## src/rtl/machine_alloc_pkg.sv

```systemverilog
// Shared types and helpers for the machine power allocator.
package machine_alloc_pkg;

  localparam int MAX_MACH = 16;

  typedef enum logic [1:0] {
    IDLE = 2'd0,
    RUN  = 2'd1,
    COOL = 2'd2
  } state_e;

  localparam logic MODE_FIXED = 1'b0;
  localparam logic MODE_RR    = 1'b1;

  // Number of set bits in a (zero-padded) machine vector.
  function automatic logic [4:0] popcount(input logic [MAX_MACH-1:0] v);
    logic [4:0] c;
    c = '0;
    for (int i = 0; i < MAX_MACH; i++) c = c + {4'b0, v[i]};
    return c;
  endfunction

endpackage

```

## src/rtl/machine_slot.sv

```systemverilog
// One machine's power state: IDLE -> RUN on select, RUN -> COOL (or IDLE)
// on release, COOL holds for exactly COOLDOWN cycles ignoring req.
module machine_slot
  import machine_alloc_pkg::*;
#(
  parameter int COOLDOWN = 3
) (
  input  logic   clk,
  input  logic   rst_n,
  input  logic   select_i,
  input  logic   req_i,
  output state_e state_o,
  output logic   run_o
);

  localparam int CNTW = (COOLDOWN > 1) ? $clog2(COOLDOWN) : 1;

  state_e          state_q;
  logic [CNTW-1:0] cnt_q;

  // Per-machine FSM and cooldown counter.
  always_ff @(posedge clk or negedge rst_n) begin
    if (!rst_n) begin
      state_q <= IDLE;
      cnt_q   <= '0;
    end else begin
      case (state_q)
        IDLE: if (select_i) state_q <= RUN;
        RUN: begin
          if (!req_i) begin
            if (COOLDOWN == 0) begin
              state_q <= IDLE;
            end else begin
              state_q <= COOL;
              cnt_q   <= CNTW'(COOLDOWN - 1);
            end
          end
        end
        COOL: begin
          if (cnt_q == '0) state_q <= IDLE;
          else             cnt_q   <= cnt_q - CNTW'(1);
        end
        default: state_q <= IDLE;
      endcase
    end
  end

  assign state_o = state_q;
  assign run_o   = (state_q == RUN);

endmodule

```

## src/rtl/machine_power_allocator.sv

```systemverilog
// Grants power to at most CAPACITY requesting machines, fixed-priority or
// round-robin, non-preemptive, with a per-machine cooldown after release.
module machine_power_allocator
  import machine_alloc_pkg::*;
#(
  parameter int  N_MACH   = 4,
  parameter int  CAPACITY = 2,
  parameter int  COOLDOWN = 3,
  localparam int CW       = $clog2(N_MACH + 1)
) (
  input  logic              clk,
  input  logic              rst_n,
  input  logic [N_MACH-1:0] req,
  input  logic              mode,
  output logic [N_MACH-1:0] grant,
  output logic [CW-1:0]     active_cnt,
  output logic              full,
  output logic [N_MACH-1:0] waiting
);

  localparam int PW = $clog2(N_MACH);

  if (N_MACH < 2 || N_MACH > MAX_MACH || CAPACITY < 1 || CAPACITY > N_MACH ||
      COOLDOWN < 0) begin : g_param_check
    $error("machine_power_allocator: illegal parameter values");
  end

  state_e            st [N_MACH];
  logic [N_MACH-1:0] run;
  logic [N_MACH-1:0] idle;
  logic [N_MACH-1:0] sel;
  logic [N_MACH-1:0] stay;
  logic [N_MACH-1:0] run_d;
  logic [PW-1:0]     ptr_q, ptr_d;
  logic [CW-1:0]     cnt_q;
  logic              full_q;

  for (genvar i = 0; i < N_MACH; i++) begin : g_slot
    machine_slot #(.COOLDOWN(COOLDOWN)) u_slot (
      .clk      (clk),
      .rst_n    (rst_n),
      .select_i (sel[i]),
      .req_i    (req[i]),
      .state_o  (st[i]),
      .run_o    (run[i])
    );
    assign idle[i] = (st[i] == IDLE);
  end

  // Slot accounting and selection scan; releases free their slot this cycle.
  always_comb begin
    int          free_w;
    int          taken;
    int          idx_w;
    logic [PW-1:0] idx;
    logic [PW-1:0] last;
    logic          any;
    stay   = run & req;
    free_w = CAPACITY - int'(popcount(MAX_MACH'(stay)));
    sel    = '0;
    taken  = 0;
    last   = '0;
    any    = 1'b0;
    idx    = '0;
    for (int k = 0; k < N_MACH; k++) begin
      idx_w = k;
      if (mode == MODE_RR) begin
        idx_w = int'(ptr_q) + k;
        if (idx_w >= N_MACH) idx_w = idx_w - N_MACH;
      end
      idx = PW'(idx_w);
      if (req[idx] && idle[idx] && (taken < free_w)) begin
        sel[idx] = 1'b1;
        taken    = taken + 1;
        last     = idx;
        any      = 1'b1;
      end
    end
    run_d = stay | sel;
    ptr_d = ptr_q;
    if (any) ptr_d = (last == PW'(N_MACH - 1)) ? '0 : last + PW'(1);
  end

  // Round-robin pointer and registered count/full, aligned with grant.
  always_ff @(posedge clk or negedge rst_n) begin
    if (!rst_n) begin
      ptr_q  <= '0;
      cnt_q  <= '0;
      full_q <= 1'b0;
    end else begin
      ptr_q  <= ptr_d;
      cnt_q  <= CW'(popcount(MAX_MACH'(run_d)));
      full_q <= (int'(popcount(MAX_MACH'(run_d))) == CAPACITY);
    end
  end

  assign grant      = run;
  assign active_cnt = cnt_q;
  assign full       = full_q;
  assign waiting    = rst_n ? (req & idle) : '0;

endmodule

```

## config.mk

```make
export PLATFORM = sky130hd
export DESIGN_NAME = machine_power_allocator
export DESIGN_NICKNAME = d
export VERILOG_FILES = /design/src/rtl/machine_alloc_pkg.sv /design/src/rtl/machine_slot.sv /design/src/rtl/machine_power_allocator.sv
export SDC_FILE = /design/constraint.sdc
export NUM_CORES = 1
export LEC_CHECK = 0
export CORE_MARGIN = 1.5
export CORE_UTILIZATION = 62
export DETAILED_ROUTE_END_ITERATION = 16
export HOLD_SLACK_MARGIN = 0.02
export PLACE_DENSITY_LB_ADDON = 0.15
export SYNTH_ARGS = -nofsm -noshare
export SYNTH_HDL_FRONTEND = slang
export SYNTH_HIERARCHICAL = 1
export SYNTH_SLANG_ARGS = --single-unit
```

## constraint.sdc

```tcl
create_clock -name clk -period 9.3 [get_ports clk]
set_input_delay 1.395 -clock clk [delete_from_list [all_inputs] [get_ports clk]]
set_output_delay 1.395 -clock clk [all_outputs]
set_load 0.01 [all_outputs]
```

* Yosys cells after proc, flatten, opt, wreduce, memory -nomap -nowiden
Index checks and enable logic that the tools add are counted.
** Storage, ports and cells
- Output and inout bits :: 12
- Bits in registers :: 22
- Input port bits :: 7
** Operators by class
- Bitwise gates (word level) :: 6
- Multiplexer cells :: 73
- Order comparisons :: 16
- Eq/ne operators :: 26
- Reduce and logical (&&, ||, !) cells :: 32
- Add/sub/neg operators :: 21
** Operator list (count)
- adder 32 x 2 -> 32 bit, second input constant :: 2
- < comparator 32 x 5 -> 1 bit :: 2
- 2-to-1 mux 32 bit :: 2
- 2-to-1 mux 2 bit :: 29
- one-hot mux 2 bit (3 select lines) :: 4
- AND reduction 3 bit :: 8
- 2-to-1 mux 4 bit :: 5
- 2-to-1 mux 1 bit :: 17
- binary-select mux 1 bit (select 2 bit) :: 8
- zero test 2 bit :: 8
- inequality test 2 x 1 -> 1 bit, second input constant :: 8
- inequality test 2 bit, second input constant :: 8
- OR 4 bit :: 4
- one-hot mux 2 bit (2 select lines) :: 4
- subtractor 2 x 1 -> 2 bit, second input constant :: 8
- logical AND 1 bit :: 12
- < comparator 2 x 3 -> 1 bit, second input constant :: 4
- equality test 2 bit, second input constant :: 5
- >= comparator 3 bit, second input constant :: 3
- adder 3 x 1 -> 4 bit :: 2
- AND 4 bit :: 2
- demux 1 bit (select 2 bit) :: 4
- equality test 2 x 1 -> 1 bit, second input constant :: 4
- >= comparator 2 x 1 -> 1 bit, second input constant :: 4
- other kinds (11) :: 17

* Longest topological paths before layout
Gate-level depths: netlist (run 1).
- Depth after elaboration :: 23
- Mapped depth :: 33

* Cells and area by module
Netlist (run 1), hierarchy kept.
** By module, submodules not included
- machine_power_allocator :: area each 1112.3 sq um, instances 1, cells each 135
- machine_slot :: area each 220.2 sq um, instances 4, cells each 22

* Worst setup path after synthesis (run 1)
No wires, ideal clock.
- Path type :: in2reg
- From :: input port req[1]
- To :: register full_q (netlist: full)
- Library setup time :: 0.119 ns
- Buffers on the path :: 1
- Required time :: 9.181 ns
- Setup slack :: 2.223 ns
- Arrival :: 6.958 ns
- Cell stages on the path :: 26
- Cell sequence :: and2_1 > fa_1 > inv_1 > ha_1 > inv_1 > ha_1 > nor3_1 > a2bb2oi_1 > inv_1 > ha_1 > nand2b_1 > a211oi_4 > o31ai_4 > nand2_1 > o21ai_0 > ha_1 > nor2_1 > a21oi_1 > nor3b_1 > a211oi_4 > buf_6 > a211o_2 > fa_1 > ha_1 > ha_1 > nor3b_1
** On the way
- Cells in the longest elaborated chain, start to end :: 22
** Ends and longest elaborated chain
- from (decl) :: line machine_power_allocator.sv:13 : input logic [N_MACH-1:0] req,
- parallel branches: the longest is 17 deep, another holds adder 32 x 2 -> 32 bit
- OR 4 bit (*) :: line machine_power_allocator.sv:79 : run_d = stay | sel;
- adder 1 x 1 -> 2 bit :: line machine_alloc_pkg.sv:19 : for (int i = 0; i < MAX_MACH; i++) c = c + {4'b0, v[i]};
- adder 2 x 1 -> 3 bit :: line machine_alloc_pkg.sv:19
- adder 3 x 1 -> 4 bit (*) :: line machine_alloc_pkg.sv:19
- equality test 4 x 2 -> 1 bit (*) :: line machine_power_allocator.sv:93 : full_q <= (int'(popcount(MAX_MACH'(run_d))) == CAPACITY);
- to (signal assigned) :: line machine_power_allocator.sv:93
- to (decl) :: line machine_power_allocator.sv:36 : logic full_q;
Mark *: on every way between the ends. The select of a mux whose other input is x is not followed.
A chain may end at the register's enable or synchronous reset.

* Worst setup path after layout (run 1)
- From :: input port req[3]
- To :: register full_q (netlist: full)
** On the way
- Cells in the longest elaborated chain, start to end :: 20
** Ends and longest elaborated chain (line)
- parallel branches: the longest is 15 deep, another holds adder 32 x 2 -> 32 bit
- OR 4 bit (*) :: machine_power_allocator.sv:79
- adder 1 x 1 -> 2 bit :: machine_alloc_pkg.sv:19
- adder 2 x 1 -> 3 bit :: machine_alloc_pkg.sv:19
- adder 3 x 1 -> 4 bit (*) :: machine_alloc_pkg.sv:19
- equality test 4 x 2 -> 1 bit (*) :: machine_power_allocator.sv:93
Marked as above.

==> results of run 1 <==
-- how the worst min path moves through the flow --
| stage | end | slack [ps] |
|---|---|---|
| after floorplan | g_slot[0].u_slot/cnt_q[1]$_DFFE_PN0P_ | 490 |
| after global placement | g_slot[2].u_slot/cnt_q[1]$_DFFE_PN0P_ | 500 |
| after detailed placement | g_slot[0].u_slot/cnt_q[1]$_DFFE_PN0P_ | 510 |
| after CTS | g_slot[0].u_slot/cnt_q[1]$_DFFE_PN0P_ | 550 |
| after global routing | g_slot[2].u_slot/cnt_q[1]$_DFFE_PN0P_ | 560 |
| final | g_slot[0].u_slot/cnt_q[1]$_DFFE_PN0P_ | 540 |
-- cell usage after synthesis (2+ instances only) --
| cell type | n | share of area |
|---|---|---|
| buf_4 | 5 | 0.019 |
| a2bb2oi_1 | 2 | 0.0088 |
| mux2i_1 | 11 | 0.055 |
| nand3_1 | 2 | 0.0050 |
| o22ai_1 | 2 | 0.0063 |
| nor3b_1 | 6 | 0.023 |
| o21ai_0 | 11 | 0.028 |
| nor2b_1 | 4 | 0.013 |
| a22oi_1 | 2 | 0.0075 |
| o21ai_1 | 10 | 0.025 |
| nand2b_1 | 6 | 0.019 |
| a221o_1 | 2 | 0.010 |
| ha_1 | 14 | 0.088 |
| o311ai_2 | 4 | 0.033 |
| fa_1 | 2 | 0.020 |
| a21oi_1 | 12 | 0.030 |
| a211oi_4 | 2 | 0.020 |
| nand2_1 | 20 | 0.038 |
| a21oi_2 | 3 | 0.013 |
| buf_2 | 3 | 0.0075 |
| inv_1 | 16 | 0.030 |
| and2_1 | 10 | 0.031 |
| nor2_1 | 17 | 0.032 |
| dfrtp_1 | 22 | 0.28 |
| or2_2 | 2 | 0.0063 |
| o211ai_1 | 2 | 0.0075 |
| nor3_1 | 2 | 0.0050 |
| nand2b_2 | 4 | 0.018 |
-- through the flow --
step           hold WS, ps  cells  utilization  worst slack, ps
6_report               544    280        0.727             1080
5_1_grt                561    280        0.727              630
4_1_cts                547    280        0.727             1150
3_5_place_dp           515    276        0.710              831
3_3_place_gp           503    276        0.710             1170
2_1_floorplan          489    223            -             2220
-- worst register-to-register path, cell delays in order (launching register included) --
cell and delay (ps):
dfrtp_1 570, nor2b_1 210, and2_1 250, fa_1 440
inv_1 70, ha_1 130, inv_1 70, ha_1 360
nor3_1 360, a2bb2oi_1 420, inv_1 150, ha_1 380
nand2b_1 200, a211oi_4 320, o31ai_4 190, nand2_1 100
o21ai_0 90, ha_1 290, nor2_1 100, a21oi_1 80
mux2_4 290, a211oi_4 630, nor4_1 160, o21ai_0 290
fa_1 450, ha_1 210, ha_1 290, nor3b_1 190
-- logic make-up after synthesis --
logic type,after synthesis,share of synthesized area
multiplexers,14,0.0741
AND/OR/NAND/NOR,82,0.231
AO/OA/AOI/OAI,62,0.242
flip-flops,22,0.276
buffers and inverters,26,0.0640
adder cells (fa/ha/maj),16,0.108
XOR/XNOR,1,0.00440
-- sequential cells by signal, indices dropped and copies added, names as in the netlist --
register	flops
full	1
active_cnt	3
ptr_q	2
g_slot.u_slot/cnt_q	8
g_slot.u_slot/state_o	8
-- layout make-up --
type | instances | area, um2 | share of cell area
clock buffers | 3 | 22.5 | 0.0101
well taps | 44 | 55.1 | 0.0248
inverters | 16 | 60.1 | 0.0270
clock inverters | 1 | 30.0 | 0.0135
multi-input cells | 175 | 1320 | 0.592
repair buffers | 19 | 188 | 0.0845
flip-flops and latches | 22 | 551 | 0.248
-- per-layer routing --
layer  share of wire  routed length, um
met4           0.012                 52
met3           0.072                319
met2            0.50               2240
met5               0                  0
met1            0.41               1840
-- power groups by stage --
stage	logic (mW)	registers, mW	clock network (mW)
3_3_place_gp	0.639	0.201	0
3_5_place_dp	0.668	0.205	0
4_1_cts	0.673	0.204	0.0781
6_report	0.679	0.204	0.0776
5_1_grt	0.746	0.211	0.0810
2_1_floorplan	0.566	0.175	0
==> impl_metrics.yaml, run 1 <==
worst_setup_path:
  path_delay_family: "adder cells"
  startpoint: "req[3]"
  crit_buf_inv: 4
  crit_type: "in -> reg"
  cpPeakStageDelay_ps: 630
  worst_path_max_delay_cell: "a211oi_4"
  cp_max_fo: 15
  cp_data_arrival_time_ps: 8460
  crit_end: "full$_DFF_PN0_"
  r2r-end: "full$_DFF_PN0_"
  cpMostUsedCell: "ha_1"
  critPathCaptureType: "flop"
  path_depth: 27
  crit_path_start_kind: "input pin"
  critPathRequiredTime_ps: 9540
  r2r_start: "g_slot[3].u_slot/state_o[0]$_DFFE_PN0P_"
  r2r_cells: 27
  ff2ff_setup_slack_ps: 1970
clocking:
  insertion_delay_ps: 330
  cts.root.buffer_cell: "clkbuf_4"
  cts_setup_buffers: 0
  hold_buffers: 0
  cts.path.max_buffers: 2
  cts_resized: 0
  cts.sinks: 22
  htree_num_levels: 1
  cts_tree: "done"
  path_clk_slew_ps: 130
  cts_made_buffers: 3
placement:
  place_area_um2: 2170
  place_hpwl_mm: 3.34
  gp_congestion: 0.941
  portBuffers: 18
power:
  irDropWorstVdd_mv: 0.272
  leakagePower_nw: 1.00
  p_seq_frac: 0.213
  power.switching_mw: 0.463
  cellPowerDensity_nw_per_um2: 433
  p_int_mw: 0.498
  swShare: 0.482
  combPwrFrac: 0.707
  pwr-share-clk: 0.081
  power_mw: 0.961
timing:
  max_slew_margin: 0.543
  slew_viol_final: 0
  setup_tns_ps: 0
  hold_violations: 0
  final.min_clock_period_ps: 8220
  fin_crit_sh: 0.884
  finalSetupViolCount: 0
  clock-skew-final_ps: 11.5
  fmax_ghz: 0.122
  worst_slew_pin_slew_ps: 683
  rsz0062_at_grt: "no"
layout:
  diodes: 0
  design_area_um2: 2220
  mostFrequentLayoutCell: "dfrtp_1"
  nFillCells: 231
  drive_above_1_share: 0.136
  finish.net_count: 260
  final_cell_mix: "dfrtp_1, nand2_1, clkdlybuf4s50_1"
  area_growth_pct: 11.4
synthesis:
  ys_seq_area_frac: 0.276
  synth.ff_latch_count: 22
  syn_area_um2: 1990
  syn_avg_cell_area_um2: 8.94
  syn_inst: 223
  async_reset_ff_frac: 1.00
  synthDistinctLibCells: 53
  synth_edf_count: 0
  ys.flop_type: "dfrtp_1"
  syn-num-nets: 246
  ys_warn_count: 6
worst_hold_path:
  hold_start: "g_slot[0].u_slot/cnt_q[1]$_DFFE_PN0P_"
  min_path_cells: 2
  hp-class: "reg -> reg"
outcome:
  status: "complete, no violations"
grt:
  antenna_found_initial: 0
  grt.busiest_layer: "met2"
  overflow: 0
  grtUsageMet2: 0.450
  use_met3: 0.0411
  grt_first_pass_wirelength_mm: 7.13
  grtUsageTotal: 0.259
  grt_util_met1: 0.333
  grt_pass1_vias: 1593
  grt_start_max_net_pins: 27
route:
  postRouteAntennaNets: 0
  drc: 0
  drt-pass1-iter-count: 5
  dr_total_vias: 1745
  via_per_inst: 6.23
  dr.first_iter.drc_count: 119
  routed_wl_mm: 4.45
  routedWlPerCell_um: 15.9
floorplan:
  core_um2: 3050
  die_h_um: 59.7
  start_util: 0.653
  chipWidth_um: 59.7
  io_pins: 19
  num_rows: 20
  dieArea_um2: 3560
job:
  cap_violations: 0
No activity file was read; power rests on OpenSTA's default activity.
==> inputs of run 2 (changes only) <==
- CORE_MARGIN: 1.5 -> 2
==> impl_metrics.yaml, run 2 (synthesis results as in run 1) <==
worst_setup_path:
  r2r-end: "full$_DFF_PN0_"
  cpMostUsedCell: "ha_1"
  cpPeakStageDelay_ps: 630
  r2r_cells: 27
  r2r_start: "g_slot[3].u_slot/state_o[0]$_DFFE_PN0P_"
  path_depth: 27
  crit_type: "in -> reg"
  critPathRequiredTime_ps: 9540
  cp_max_fo: 15
  critPathCaptureType: "flop"
  worst_path_max_delay_cell: "a211oi_4"
  ff2ff_setup_slack_ps: 2030
  path_delay_family: "adder cells"
  crit_buf_inv: 4
  crit_path_start_kind: "input pin"
  cp_data_arrival_time_ps: 8390
layout:
  diodes: 0
  finish.net_count: 260
  drive_above_1_share: 0.136
  mostFrequentLayoutCell: "dfrtp_1"
  area_growth_pct: 11.4
  final_cell_mix: "dfrtp_1, nand2_1, clkdlybuf4s50_1"
clocking:
  hold_buffers: 0
  cts.path.max_buffers: 2
  cts.root.buffer_cell: "clkbuf_4"
  htree_num_levels: 1
  cts_setup_buffers: 0
  insertion_delay_ps: 320
  cts.sinks: 22
  cts_tree: "done"
  path_clk_slew_ps: 130
  cts_resized: 0
  cts_made_buffers: 3
floorplan:
  dieArea_um2: 3680
  die_h_um: 60.7
  num_rows: 20
  chipWidth_um: 60.7
  core_um2: 3050
  start_util: 0.653
  io_pins: 19
route:
  via_per_inst: 6.10
  postRouteAntennaNets: 0
  dr_total_vias: 1708
  routed_wl_mm: 4.25
  routedWlPerCell_um: 15.2
  drt-pass1-iter-count: 4
  drc: 0
  dr.first_iter.drc_count: 110
timing:
  max_slew_margin: 0.538
  fin_crit_sh: 0.876
  rsz0062_at_grt: "no"
  fmax_ghz: 0.123
  clock-skew-final_ps: 4.76
  worst_slew_pin_slew_ps: 690
  finalSetupViolCount: 0
  slew_viol_final: 0
  final.min_clock_period_ps: 8150
  hold_violations: 0
  setup_tns_ps: 0
power:
  cellPowerDensity_nw_per_um2: 427
  leakagePower_nw: 1.00
  power_mw: 0.948
  irDropWorstVdd_mv: 0.243
job:
  cap_violations: 0
placement:
  place_hpwl_mm: 3.33
  portBuffers: 18
  gp_congestion: 1.01
grt:
  grt_start_max_net_pins: 27
  grtUsageTotal: 0.256
  antenna_found_initial: 0
  grt_first_pass_wirelength_mm: 7.14
  grt_pass1_vias: 1648
  overflow: 0
worst_hold_path:
  hp-class: "reg -> reg"
  min_path_cells: 2
  hold_start: "g_slot[2].u_slot/cnt_q[1]$_DFFE_PN0P_"
  hold_path_end: "g_slot[2].u_slot/cnt_q[1]$_DFFE_PN0P_"
outcome:
  status: "complete, no violations"
-- run 2: cell counts in the layout (fill, tap and decap cells not counted) --
Identical to the previous run, type by type.
-- run 2: how the worst max path moves through the flow --
stage	slack, ps	end	startpoint
floorplan	2220	full$_DFF_PN0_	req[1]
global route	560	full$_DFF_PN0_	req[3]
global placement	1150	full$_DFF_PN0_	req[1]
CTS	1170	full$_DFF_PN0_	req[1]
detailed placement	870	full$_DFF_PN0_	req[1]
finish	1150	full$_DFF_PN0_	req[1]
-- run 2: worst register-to-register path: stages (launching register included) --
cell       delay (ps)
dfrtp_1           580
nor2b_1           210
and2_1            230
fa_1              440
inv_1              60
ha_1              130
inv_1              60
ha_1              340
nor3_1            300
a2bb2oi_1         390
inv_1             150
ha_1              380
nand2b_1          210
a211oi_4          310
o31ai_4           180
nand2_1            90
o21ai_0            90
ha_1              300
nor2_1            120
a21oi_1            90
mux2_4            290
a211oi_4          630
nor4_1            140
o21ai_0           310
fa_1              460
ha_1              220
ha_1              280
nor3b_1           190
-- run 2: power by group --
group,switching (mW),internal [mW],total [mW]
Sequential,0.0631,0.142,0.205
Clock,0.0325,0.0436,0.0761
Combinational,0.356,0.311,0.668
Total,0.452,0.496,0.948
-- run 2: per-stage QoR --
step	setup slack, ps	hold WS, ps	std cells	cell area (um2)	util
after floorplan	2220	489	223	1990	-
after global placement	1150	503	276	2170	0.710
after detailed placement	868	513	276	2170	0.710
after CTS	1170	556	280	2220	0.727
after global routing	560	576	280	2220	0.727
final	1150	548	280	2220	0.727
-- run 2: metal layers --
| metal | track usage | vias to the layer above | wire, um |
|---|---|---|---|
| met5 | 0 | - | 0 |
| met2 | 0.438 | 57 | 2090 |
| met4 | 0.0839 | 0 | 80 |
| met1 | 0.330 | 825 | 1870 |
| li1 | - | 816 | - |
| met3 | 0.0426 | 10 | 214 |
-- run 2: final cells by class --
type / count / area [um2]
clock buffer: 3 / 22.5
clock inverter: 1 / 30.0
fill: 249 / 832
inverter: 16 / 60.1
multi-input combinational: 175 / 1320
sequential: 22 / 551
tap: 44 / 55.1
timing repair buffer: 19 / 188
